File: config.mk
export PLATFORM = sky130hd
export DESIGN_NAME = prio_req_serializer
export DESIGN_NICKNAME = d
export VERILOG_FILES = /design/src/rtl/prio_req_serializer.sv
export SDC_FILE = /design/constraint.sdc
export NUM_CORES = 1
export LEC_CHECK = 0
export BUFFER_PORTS_ARGS = -buffer_cell sky130_fd_sc_hd__buf_2
export CORE_UTILIZATION = 32
export CTS_CLUSTER_SIZE = 24
export DETAILED_ROUTE_END_ITERATION = 12
export GPL_TIMING_DRIVEN = 0
export PLACE_DENSITY = 0.6
export SLEW_MARGIN = 20
export SYNTH_ARGS = -nofsm -noshare
export SYNTH_HDL_FRONTEND = slang
export SYNTH_SLANG_ARGS = --single-unit
File: constraint.sdc
create_clock -name clk -period 3.1 [get_ports clk]
set_input_delay 0.155 -clock clk [delete_from_list [all_inputs] [get_ports clk]]
set_output_delay 0.155 -clock clk [all_outputs]
set_load 0.02 [all_outputs]
File: src/rtl/prio_req_serializer.sv
// Priority request serializer: latches request pulses and presents them
// one index per valid/ready handshake, with pending count and lost flag.
module prio_req_serializer #(
    parameter int N         = 8,
    parameter int W         = $clog2(N),
    parameter bit MSB_FIRST = 1'b1
) (
    input  logic                   clk,
    input  logic                   rst,
    input  logic                   en,
    input  logic                   clr,
    input  logic [N-1:0]           req,
    input  logic                   out_ready,
    output logic                   out_valid,
    output logic [W-1:0]           out_idx,
    output logic                   any,
    output logic [$clog2(N+1)-1:0] count,
    output logic                   lost
);

    localparam int CW = $clog2(N+1);

    logic [N-1:0]  pend;
    logic [N-1:0]  pend_next;
    logic [N-1:0]  clear_mask;
    logic [W-1:0]  sel;
    logic          fire;
    logic          lost_next;
    logic [CW-1:0] cnt;

    // Later loop iterations overwrite earlier hits, so the loop direction
    // decides which end of the vector wins.
    always_comb begin
        sel = '0;
        if (MSB_FIRST) begin
            for (int i = 0; i < N; i++) begin
                if (pend[i]) sel = W'(i);
            end
        end else begin
            for (int i = N - 1; i >= 0; i--) begin
                if (pend[i]) sel = W'(i);
            end
        end
    end

    always_comb begin
        cnt = '0;
        for (int i = 0; i < N; i++) begin
            cnt = cnt + CW'(pend[i]);
        end
    end

    assign any       = |pend;
    assign count     = cnt;
    assign out_valid = en & any;
    assign out_idx   = (en && any) ? sel : '0;
    assign fire      = out_valid & out_ready;

    always_comb begin
        clear_mask = '0;
        if (fire) clear_mask[sel] = 1'b1;
    end

    // A re-request on a bit being drained this cycle keeps it set and is
    // not counted as lost.
    always_comb begin
        pend_next = pend;
        lost_next = lost;
        if (clr) begin
            pend_next = '0;
            lost_next = 1'b0;
        end else if (en) begin
            pend_next = (pend & ~clear_mask) | req;
            if (|(req & pend & ~clear_mask)) lost_next = 1'b1;
        end
    end

    always_ff @(posedge clk or posedge rst) begin
        if (rst) begin
            pend <= '0;
            lost <= 1'b0;
        end else begin
            pend <= pend_next;
            lost <= lost_next;
        end
    end

endmodule

==> metrics.md <==
| Metric | Value |
|---|---|
| Status | `finished with violations` |
| Failing checks | `negative setup slack` |
| WS Path Type | `register to output pin` |
| Core box area | `2255 sq um` |
| TritonRoute pass-1 iters | `4` |
| Total track usage | `16.63%` |
| Worst skew pair latency | `between 0.2 and 0.3 ns` |
| Hold_ws | `0.1453 ns` |
| Adder-Cell Fraction of Synth Area | `16.75%` |
| Peak supply drop | `196.1 uV` |
| Num rows | `17` |
| IO Port Bufs | `21` |
| Largest net degree at the start of global routing | `11` |
| Bufs on Longest Clock Path | `2` |
| Compound-cell area share of the yosys netlist | `roughly a fifth` |
| Synth Register Bits | `9` |
| Main combinational cell family by area after synthesis | `simple AND/OR/NAND/NOR gates` |
| Tcrit/Tclk final | `105.3%` |
| Top Layer Used | `met4` |
| MaxCap Viol Count | `0` |
| H-tree levels | `1` |
| # IOs | `23` |
| Sinks on the clock net | `9` |
| Power Total | `between 0.4 and 0.5 mW` |
| Post-route DRC violation count | `0` |
| Register Area | `227.7 sq um` |
| Register-to-register setup slack | `1.34 ns` |
| Relative slew slack | `69.04%` |
| Antenna violations before repair | `0` |
| CP arrival | `3.11 ns` |
| Met2 wire len | `945 um` |
| Share of layout cells above drive strength 1 | `33.33%` |
| Routed len/inst | `13.47 um` |
| Vias after detailed routing | `just under 800` |
| LEAKAGE | `0.4770 nW` |
| GRT overflow | `0` |
| Worst EP required | `2.94 ns` |
| Tightest Pin Transition | `0.4644 ns` |
| Area growth syn-to-layout | `28.82%` |
| Worst reg2reg path depth | `6` |
| Highest clock rate | `306.3 MHz` |
| RSZ-0062 raised after global routing | `true` |
| Endpoints failing hold | `0` |
| Synth Cell Area | `777.0 sq um` |
| M1 WL | `slightly above 800 um` |
| CP Capture Type | `output pin` |
| Crit path launch type | `register` |
| DIE HEIGHT | `51.28 um` |
| Multi-input gate area | `506.7 sq um` |
| Tmin final | `3.265 ns` |
| Syn nets | `~110` |
| DP HPWL | `1462 um` |
| Root buffer cell | `clkbuf_4` |
| Xor/xnor cell area share of the yosys netlist | `1.127%` |
| Final Max Tran Viols | `0` |
| Synth Instances | `86` |
| Fin Clk Skew | `around 0.00055 ns` |
| CTS Buf Count | `3` |
| Placer Congestion | `0.8779` |
| Mapped Avg Cell Area | `roughly 9.0 sq um` |
| First-pass GRT wire length | `3229 um` |
| Number of DRC markers in iteration 0 | `14` |
| Final cell count without fillers | `142` |
| Met3 Routed Length | `107 um` |
| Via density | `5.430` |
| Worst-path maximum fanout | `4` |
| Final core utilization | `44.40%` |
| Final critical-path setup slack | `-0.1652 ns` |
| Synth Area in Simple Gates | `a little under a quarter` |
| Clk slew on worst S/H paths | `~0.060 ns` |
| N_diodes | `0` |
| Final WL | `1913 um` |
| Die Wd | `between 50 and 60 um` |
| Synth Warn # | `0` |
| Vias in the first global route | `737` |
| Fillers | `239` |
| Layout Nets | `136` |
| Cells after DPL | `135` |
| Detail Route Antenna Nets | `0` |
| Initial Util | `34.46%` |
| DIE AREA | `2629 sq um` |
| Post-synthesis mux area share | `0%` |
| Hold crit path type | `input port to register` |
| # setup viols final | `2` |
| Register area share after synthesis | `28.99%` |
| Power density cells | `421.7 nW/um^2` |
| TritonCTS clock tree | `built` |
| Cell depth of the worst hold path | `3` |
| Post-synth cell types | `30` |
[cells in the mapped netlist]
cell type,instances,area (sq um)
a22oi_1,7,52.55
nand2b_4,1,13.76
o31a_1,1,8.760
nor2_1,9,33.78
nor4_1,1,6.260
a2111o_1,1,11.26
nand3_1,6,30.03
a41oi_1,1,8.760
fa_1,4,80.08
nor2b_1,3,18.77
nand2_1,5,18.77
inv_1,12,45.04
o21bai_1,1,7.510
o21ai_0,2,10.01
a21oi_1,5,25.02
nor3_1,2,10.01
a21boi_0,1,7.510
buf_1,1,3.750
a31oi_1,1,6.260
ha_1,4,50.05
buf_6,1,11.26
o22ai_1,1,6.260
xor2_1,1,8.760
or4_4,1,11.26
clkbuf_1,1,3.750
and2_1,1,6.260
o211ai_4,1,21.27
dfrtp_1,9,225.2
or3_2,1,7.510
nand4bb_4,1,27.53
[repair_timing]
action	4_1_cts	5_1_grt
cloned	0	0
resized for setup	7	4
setup buffers	0	2
setup endpoints to repair	2	3
hold buffers	1	0
endpoints found under the hold margin	9	0
[report_power, final]
group / internal, mW / switching [mW] / total, mW
Combinational: 0.0840 / 0.107 / 0.191
Sequential: 0.126 / 0.0131 / 0.139
Clock: 0.0497 / 0.0428 / 0.0926
Total: 0.260 / 0.162 / 0.422
[per-stage QoR]
stage                     cell area [sq um]  setup TNS, ns  setup slack, ns
after global routing                   1001        -0.5552          -0.2679
after global placement                917.1              0          0.04837
after detailed placement              917.1              0         0.006061
after floorplan                       777.0              0          0.06194
after CTS                             969.7        -0.4022          -0.2070
final                                  1001        -0.3169          -0.1652
[flip-flops by register name (all words and copies together) (netlist names)]
name / flops
pend: 8
lost: 1
[path summary, 6_finish.rpt]
path,end,from
max in group asynchronous,pend[3],rst
min,pend[6],req[6]
min in group asynchronous,pend[5],rst
min reg2reg,pend[0],pend[0]
max reg2reg,lost,pend[5]
max,count[2],pend[0]
[cell usage in the layout (no fill, tap or decap)]
| master | n |
|---|---|
| a31oi_1 | 1 |
| o21ai_0 | 2 |
| nand2_1 | 5 |
| dfrtp_1 | 7 |
| fa_2 | 1 |
| a2111o_1 | 1 |
| dfrtp_2 | 2 |
| nand2b_4 | 1 |
| ha_1 | 3 |
| dlygate4sd3_1 | 1 |
| o31a_1 | 1 |
| buf_4 | 4 |
| clkbuf_1 | 2 |
| nor2b_1 | 3 |
| nand3_1 | 6 |
| nor2_1 | 9 |
| fa_1 | 3 |
| a21boi_0 | 1 |
| ha_4 | 1 |
| inv_2 | 1 |
| a21oi_2 | 1 |
| buf_6 | 2 |
| nor3_1 | 2 |
| nor4_1 | 1 |
| inv_1 | 11 |
| or3_2 | 1 |
| o22ai_1 | 1 |
| xor2_1 | 1 |
| nand4bb_4 | 1 |
| a22oi_1 | 7 |
| o211ai_4 | 1 |
| buf_2 | 18 |
| buf_1 | 1 |
| or4_4 | 1 |
| and2_1 | 1 |
| clkbuf_4 | 3 |
| a41oi_1 | 1 |
| a21oi_1 | 4 |
| o21bai_1 | 1 |
[metal layers]
metal / track usage [%] / up-vias
met5: 0 / -
met4: 8.108 / 0
met3: 1.190 / 5
met2: 28.73 / 34
met1: 20.77 / 377
li1: - / 355
[kinds of logic after synthesis]
kind of cell,Yosys count
and+or+nand+nor,31
AOI/OAI and AO/OA,22
buffers and inverters,15
DFF,9
adders and majority gates,8
xor gates and xnor gates,1
[layout make-up]
cell class	instances	area share, %
Sequential cell	9	22.75
Inverter	12	4.500
Timing Repair Buffer	24	14.13
Buffer	3	1.875
Tap cell	28	3.500
Clock buffer	4	2.625
Multi-Input combinational cell	62	50.63
[critical path, stage by stage (launching register included)]
cell and delay, ns:
dfrtp_2 0.44, fa_1 0.54, inv_1 0.05, fa_1 0.45, fa_1 0.51, inv_2 0.05, ha_4 0.15, fa_2 0.33
xor2_1 0.16, buf_4 0.15
No activity file was read; power rests on OpenSTA's default activity.
